### config.mk
export PLATFORM = sky130hd
export DESIGN_NAME = contour_bin_reader
export DESIGN_NICKNAME = d
export VERILOG_FILES = /design/src/rtl/contour_bin_reader_pkg.sv /design/src/rtl/contour_bin_reader_bin_accumulator.sv /design/src/rtl/contour_bin_reader.sv
export SDC_FILE = /design/constraint.sdc
export NUM_CORES = 2
export LEC_CHECK = 0
export CAP_MARGIN = 20
export CELL_PAD_IN_SITES_DETAIL_PLACEMENT = 0
export CELL_PAD_IN_SITES_GLOBAL_PLACEMENT = 1
export CORE_MARGIN = 1.5
export CORE_UTILIZATION = 45
export CTS_CLUSTER_SIZE = 8
export DETAILED_ROUTE_END_ITERATION = 16
export GPL_TIMING_DRIVEN = 0
export PLACE_DENSITY = 0.77
export SETUP_SLACK_MARGIN = 0.1
export SYNTH_ARGS = -nofsm -noshare
export SYNTH_HDL_FRONTEND = slang
export SYNTH_SLANG_ARGS = --single-unit
### constraint.sdc
create_clock -name clk -period 42.8 [get_ports clk]
set_clock_uncertainty 0.15 [all_clocks]
set_input_delay 4.28 -clock clk [delete_from_list [all_inputs] [get_ports clk]]
set_output_delay 4.28 -clock clk [all_outputs]
set_load 0.02 [all_outputs]
### src/rtl/contour_bin_reader_pkg.sv
// Shared video constants for the contour writer/reader pair: frame geometry,
// bin-label format, result field widths and the reader FSM state type.
package contour_bin_reader_pkg;

    localparam int FRAME_WIDTH  = 640;
    localparam int FRAME_HEIGHT = 480;
    localparam int BIN_W        = 3;
    localparam int NUM_BINS     = 7;

    // 19 bits cover 640*480-1 addresses and a full-frame count of 307200;
    // 28 bits cover the largest coordinate sum (98150400).
    localparam int ADDR_W  = 19;
    localparam int COUNT_W = 19;
    localparam int SUM_W   = 28;

    typedef enum logic [2:0] {
        IDLE,
        SCAN,
        DRAIN,
        EMIT,
        DONE
    } state_t;

    // Bits needed to hold 0..n-1, never less than one.
    function automatic int coord_w(input int n);
        return (n > 1) ? $clog2(n) : 1;
    endfunction

endpackage

### src/rtl/contour_bin_reader_bin_accumulator.sv
// Per-bin register file: pixel count, sum of x and sum of y for bins 1..7.
// Entry 0 is the "no contour" label and is never written.
module bin_accumulator
    import contour_bin_reader_pkg::*;
#(
    parameter int X_W = 10,
    parameter int Y_W = 9
) (
    input  logic               clk,
    input  logic               reset,
    input  logic               clr,
    input  logic               add_en,
    input  logic [BIN_W-1:0]   add_bin,
    input  logic [X_W-1:0]     add_x,
    input  logic [Y_W-1:0]     add_y,
    input  logic [BIN_W-1:0]   rd_bin,
    output logic [COUNT_W-1:0] rd_count,
    output logic [SUM_W-1:0]   rd_sum_x,
    output logic [SUM_W-1:0]   rd_sum_y
);

    localparam int ENTRIES = 2 ** BIN_W;

    logic [COUNT_W-1:0] count_q [ENTRIES];
    logic [SUM_W-1:0]   sum_x_q [ENTRIES];
    logic [SUM_W-1:0]   sum_y_q [ENTRIES];

    // Clear on reset or frame start; otherwise add one labelled pixel per cycle.
    always_ff @(posedge clk or posedge reset) begin
        if (reset) begin
            for (int i = 0; i < ENTRIES; i++) begin
                count_q[i] <= '0;
                sum_x_q[i] <= '0;
                sum_y_q[i] <= '0;
            end
        end else if (clr) begin
            for (int i = 0; i < ENTRIES; i++) begin
                count_q[i] <= '0;
                sum_x_q[i] <= '0;
                sum_y_q[i] <= '0;
            end
        end else if (add_en && (add_bin != '0)) begin
            count_q[add_bin] <= count_q[add_bin] + COUNT_W'(1);
            sum_x_q[add_bin] <= sum_x_q[add_bin] + SUM_W'(add_x);
            sum_y_q[add_bin] <= sum_y_q[add_bin] + SUM_W'(add_y);
        end
    end

    assign rd_count = count_q[rd_bin];
    assign rd_sum_x = sum_x_q[rd_bin];
    assign rd_sum_y = sum_y_q[rd_bin];

endmodule

### src/rtl/contour_bin_reader.sv
// Scans a bin-label BRAM in raster order, accumulates count/sum_x/sum_y per
// bin and then hands the seven per-bin results out over a valid/ready port.
module contour_bin_reader
    import contour_bin_reader_pkg::*;
#(
    parameter int WIDTH        = FRAME_WIDTH,
    parameter int HEIGHT       = FRAME_HEIGHT,
    parameter int READ_LATENCY = 2
) (
    input  logic               clk,
    input  logic               reset,
    input  logic               start,
    output logic [ADDR_W-1:0]  bram_addr,
    input  logic [BIN_W-1:0]   bram_read,
    output logic               busy,
    output logic               done,
    output logic               result_valid,
    input  logic               result_ready,
    output logic [BIN_W-1:0]   result_bin,
    output logic [COUNT_W-1:0] result_count,
    output logic [SUM_W-1:0]   result_sum_x,
    output logic [SUM_W-1:0]   result_sum_y
);

    localparam int X_W   = coord_w(WIDTH);
    localparam int Y_W   = coord_w(HEIGHT);
    localparam int LAT_W = coord_w(READ_LATENCY);

    localparam logic [ADDR_W-1:0] LAST_ADDR  = ADDR_W'(WIDTH * HEIGHT - 1);
    localparam logic [X_W-1:0]    LAST_X     = X_W'(WIDTH - 1);
    localparam logic [LAT_W-1:0]  LAST_DRAIN = LAT_W'(READ_LATENCY - 1);
    localparam logic [BIN_W-1:0]  LAST_BIN   = BIN_W'(NUM_BINS);

    state_t state, state_nxt;
    logic   start_acc;
    logic   emit_load;
    logic   emit_last;

    logic [X_W-1:0]   x_p0;
    logic [Y_W-1:0]   y_p0;
    logic             vld_p0;
    logic [X_W-1:0]   x_pd [1:READ_LATENCY];
    logic [Y_W-1:0]   y_pd [1:READ_LATENCY];
    logic [READ_LATENCY:1] vld_pd;
    logic [LAT_W-1:0] drain_cnt;

    logic               acc_add;
    logic [BIN_W-1:0]   rd_bin;
    logic [COUNT_W-1:0] rd_count;
    logic [SUM_W-1:0]   rd_sum_x;
    logic [SUM_W-1:0]   rd_sum_y;

    assign vld_p0  = (state == SCAN);
    assign busy    = (state == SCAN) || (state == DRAIN) || (state == EMIT);
    assign done    = (state == DONE);
    assign acc_add = vld_pd[READ_LATENCY] && (bram_read != '0);
    assign rd_bin  = result_bin + BIN_W'(1);

    // A result is loaded when the output slot is empty or being drained,
    // except after bin 7, whose acceptance ends the frame.
    assign emit_last = (state == EMIT) && result_valid && result_ready && (result_bin == LAST_BIN);
    assign emit_load = (state == EMIT) && (!result_valid || (result_ready && (result_bin != LAST_BIN)));

    // State register.
    always_ff @(posedge clk or posedge reset) begin
        if (reset) state <= IDLE;
        else       state <= state_nxt;
    end

    // Next-state logic; start is only honoured when not busy.
    always_comb begin
        state_nxt = state;
        start_acc = 1'b0;
        case (state)
            IDLE, DONE: begin
                if (start) begin
                    start_acc = 1'b1;
                    state_nxt = SCAN;
                end
            end
            SCAN:    if (bram_addr == LAST_ADDR) state_nxt = DRAIN;
            DRAIN:   if (drain_cnt == LAST_DRAIN) state_nxt = EMIT;
            EMIT:    if (emit_last) state_nxt = DONE;
            default: state_nxt = IDLE;
        endcase
    end

    // Raster address and x/y counters; the drain counter waits out the BRAM latency.
    always_ff @(posedge clk or posedge reset) begin
        if (reset) begin
            bram_addr <= '0;
            x_p0      <= '0;
            y_p0      <= '0;
            drain_cnt <= '0;
        end else if (start_acc) begin
            bram_addr <= '0;
            x_p0      <= '0;
            y_p0      <= '0;
            drain_cnt <= '0;
        end else if ((state == SCAN) && (bram_addr != LAST_ADDR)) begin
            bram_addr <= bram_addr + ADDR_W'(1);
            if (x_p0 == LAST_X) begin
                x_p0 <= '0;
                y_p0 <= y_p0 + Y_W'(1);
            end else begin
                x_p0 <= x_p0 + X_W'(1);
            end
        end else if (state == DRAIN) begin
            drain_cnt <= drain_cnt + LAT_W'(1);
        end
    end

    // Sample-valid flags travelling with the outstanding BRAM reads.
    always_ff @(posedge clk or posedge reset) begin
        if (reset) begin
            vld_pd <= '0;
        end else begin
            vld_pd[1] <= vld_p0;
            for (int i = 2; i <= READ_LATENCY; i++) vld_pd[i] <= vld_pd[i-1];
        end
    end

    // Coordinates delayed to line up with the returning bin label.
    always_ff @(posedge clk) begin
        x_pd[1] <= x_p0;
        y_pd[1] <= y_p0;
        for (int i = 2; i <= READ_LATENCY; i++) begin
            x_pd[i] <= x_pd[i-1];
            y_pd[i] <= y_pd[i-1];
        end
    end

    bin_accumulator #(
        .X_W (X_W),
        .Y_W (Y_W)
    ) u_bin_accumulator (
        .clk      (clk),
        .reset    (reset),
        .clr      (start_acc),
        .add_en   (acc_add),
        .add_bin  (bram_read),
        .add_x    (x_pd[READ_LATENCY]),
        .add_y    (y_pd[READ_LATENCY]),
        .rd_bin   (rd_bin),
        .rd_count (rd_count),
        .rd_sum_x (rd_sum_x),
        .rd_sum_y (rd_sum_y)
    );

    // Registered result slot; the next bin is loaded on the accepting edge.
    always_ff @(posedge clk or posedge reset) begin
        if (reset) begin
            result_valid <= 1'b0;
            result_bin   <= '0;
            result_count <= '0;
            result_sum_x <= '0;
            result_sum_y <= '0;
        end else if (start_acc) begin
            result_valid <= 1'b0;
            result_bin   <= '0;
            result_count <= '0;
            result_sum_x <= '0;
            result_sum_y <= '0;
        end else if (emit_load) begin
            result_valid <= 1'b1;
            result_bin   <= rd_bin;
            result_count <= rd_count;
            result_sum_x <= rd_sum_x;
            result_sum_y <= rd_sum_y;
        end else if (emit_last) begin
            result_valid <= 1'b0;
        end
    end

endmodule

==> run metrics <==
total number of vias=36635; Max Clk Rate=0.08290 GHz; Sink Count=761; critical path arrival=12.43 ns; Worst Path Max Fanout=10; IO buf count=105; drt first pass iters=14; Psw=1.140 mW; CP dominant cell by count=clkbuf_1; Area growth syn-to-layout=15.74%; Die H=302.7 um; H-tree Lvls=3; crit-path max cell delay=1.03 ns; Final Hold Viols=0; Congestion Overflow GR=0; Fin Setup TNS=0 ns; Comb pwr share=0.377; # rows=109; fraction of registers with async set/reset=0.9501; Num CTS Buffers=105; layout net count=4234; fin crit share=0.2818; sequential-to-total area share from yosys stat=0.4663; unrepaired setup endpoints after global routing=false; first-pass GRT wire length=254100 um; DR WL/cell=33.05 um; crit path launch type=input port; yosys warns=0; number of synthesized flops with an enable pin=0; flops & latches, synth=761; Initial Utilization=0.4560; final hold slack=0.1486 ns; hpwl dp=123400 um; hold buffers post-CTS=0; gr usage total=0.3906; CP Data Required Time=43.16 ns; pwr dens=60.70 nW/um2; minimum clock period=12.06 ns; Die Area=91650 um2; Root Driver=clkbuf_16; Synth area leaders=dfrtp_1 45%, mux4_2 12%, nand2_1 6.1%, a21oi_1 4.9%, nand3_1 3.4%; final setup margin=30.74 ns; total wire length=178900 um; R2R Setup Slk=37.72 ns; die width=302.7 um; LEAKAGE=19.53 nW; Slew HR=0.1061; # setup viols final=0; slowest CP cell=nor4_1; Clock transition at path regs=0.05 ns; worst-margin pin slew=1.341 ns; post-CTS setup buffers=0; Max Slew Vio Count=0; synthesized netlist cell count=3931; CTS resizes=0; Flop pwr share=0.346; prevailing post-synth register cell=dfrtp_1; Clock Path Buffers=3; IO Count=107; Clock power frac=0.277; initial antenna violation count=12; status=finished with violations; Cell variety after synth=96; top-area cell type share of the netlist area=0.4475; DRC viols=6; Antenna Nets Post-Route=0; Cell Area, Synth=40430 um2; post-synth top area cell=dfrtp_1; CP Cell Sequence=clkdlybuf4s50_1, buf_4, nor2_1, clkbuf_1, and2_1, clkbuf_1, clkbuf_1, a22oi_1, nand4_1, fa_1, a41oi_1, a32oi_1, nand4_2, nor4_1, nand3b_1, a21oi_1; worst-case vdd ir drop=0.04302 mV; syn_nets=3965; Clock Latency Late Sink=0.72 ns; vias in the first global route=34879; pre-CTS WS=30.62 ns; internal power=1.700 mW; Worst Setup End Kind=flop; layout cells sized above 1=0.1199; CTS tree=built; vias per std cell=6.768; Placer Congestion=1.009; min-delay worst type=flop to flop; largest net degree at the start of global routing=127; failing checks=design-rule violations; sw frac=0.4013; Crit Path Class=input port to flop; drt initial violations=5507; core area=88650 um2; Avg Cell Area, Syn=10.28 um2; maxcap violations=0
==> logic make-up after synthesis <==
family / share of synthesized area
AOI/OAI and AO/OA: 0.1250
xor gates and xnor gates: 0.01300
adders and majority gates: 0.008728
buffers and inverters: 0.04398
DFF: 0.4663
muxes: 0.1713
and+or+nand+nor: 0.1716
==> cells in the final DEF, fill, tap and decap left out, types with 20 or more instances in the layout <==
master,netlist,final
and2_1,87,87
nor2_1,112,112
buf_1,34,33
and3_1,45,45
clkbuf_1,250,287
clkdlybuf4s50_1,0,105
ha_1,25,25
dfxtp_1,38,38
mux2i_1,128,128
a22oi_1,78,78
nand3_1,275,275
xnor2_1,21,21
inv_1,21,20
a211oi_1,35,35
dfrtp_1,723,723
nor3_1,105,105
nand2_1,661,661
nand3b_1,43,43
o21ai_0,259,259
buf_8,2,42
mux4_2,218,218
xor2_1,39,39
clkbuf_16,0,106
nand4_1,33,33
a21oi_1,393,393
buf_6,23,29
==> path summary, 6_finish.rpt <==
| path | startpoint | to | cells past startpoint |
|---|---|---|---|
| worst max-delay path | bram_read[2] | u_bin_accumulator.sum_y_q[54] | 16 |
| worst min-delay path | y_pd[1][7] | y_pd[2][7] | 0 |
| max in group asynchronous | reset | y_p0[8] | 6 |
| worst min register to register | y_pd[1][7] | y_pd[2][7] | 0 |
| min in group asynchronous | reset | u_bin_accumulator.sum_x_q[78] | 2 |
| worst max register to register | result_bin[0] | result_sum_y[9] | 9 |
==> sequential cells by signal (all words and copies together), names as in the netlist, 10 cells and up <==
register and cells:
bram_addr 19, result_count 19, result_sum_x 28, result_sum_y 28, u_bin_accumulator.count_q 152, u_bin_accumulator.sum_x_q 224
u_bin_accumulator.sum_y_q 224, x_p0 10, x_pd 20, y_pd 18
==> layout make-up <==
type                    count  area [um2]
well taps                1165        1458
plain buffers             343        1694
clock buffers             145        2809
repair buffers            162        1957
inverters                  23       93.84
fillers                  8125       41860
flip-flops and latches    761       18850
diodes                      4       10.01
multi-input cells        2804       19800
clock inverters             6       121.4
==> power groups by stage <==
stage	Sequential (mW)	Combinational (mW)	Clock (mW)
3_3_place_gp	0.983	0.982	0
6_report	0.983	1.07	0.787
4_1_cts	0.976	1.03	0.785
3_5_place_dp	0.986	1.02	0
5_1_grt	0.995	1.11	0.818
2_1_floorplan	0.972	0.594	0
==> metrics by stage <==
step / util / instance area [um2] / power, mW / instances
final: 0.5278 / 46790 / 2.840 / 5413
after global routing: 0.5277 / 46780 / 2.924 / 5409
after floorplan: - / 40430 / 1.565 / 3931
after global placement: 0.4843 / 42940 / 1.966 / 5201
after CTS: 0.5256 / 46600 / 2.788 / 5395
after detailed placement: 0.4926 / 43670 / 2.009 / 5244
==> metal layers <==
layer	GRT usage	share of wire	vias up	wire (um)
met3	0.1452	0.14	691	24840
li1	-	-	14819	-
met2	0.5527	0.42	2795	75070
met5	0.0005176	0.00054	-	96
met1	0.5074	0.37	18316	66220
met4	0.2412	0.071	14	12680
==> worst max-delay path: cells and delay by family <==
| kind | cells | cell delay, ns |
|---|---|---|
| adder cells (fa/ha/maj) | 1 | 0.31 |
| buffers and inverters | 5 | 3.34 |
| AND/OR/NAND/NOR | 6 | 3.06 |
| AO/OA/AOI/OAI | 4 | 1.40 |
==> synthesized netlist by cell type (11+ instances only) <==
master    count
a211oi_1     35
a21oi_1     393
a221oi_1     11
a22oi_1      78
and2_1       87
and3_1       45
buf_1        34
buf_4        14
buf_6        23
clkbuf_1    250
dfrtp_1     723
dfxtp_1      38
ha_1         25
inv_1        21
mux2_2       18
mux2i_1     128
mux4_1       14
mux4_2      218
nand2_1     661
nand2b_1     14
nand3_1     275
nand3b_1     43
nand4_1      33
nor2_1      112
nor3_1      105
nor4_1       16
o21a_1       14
o21ai_0     259
o31ai_1      14
xnor2_1      21
xor2_1       39
Power figures use the tool's default switching activity.
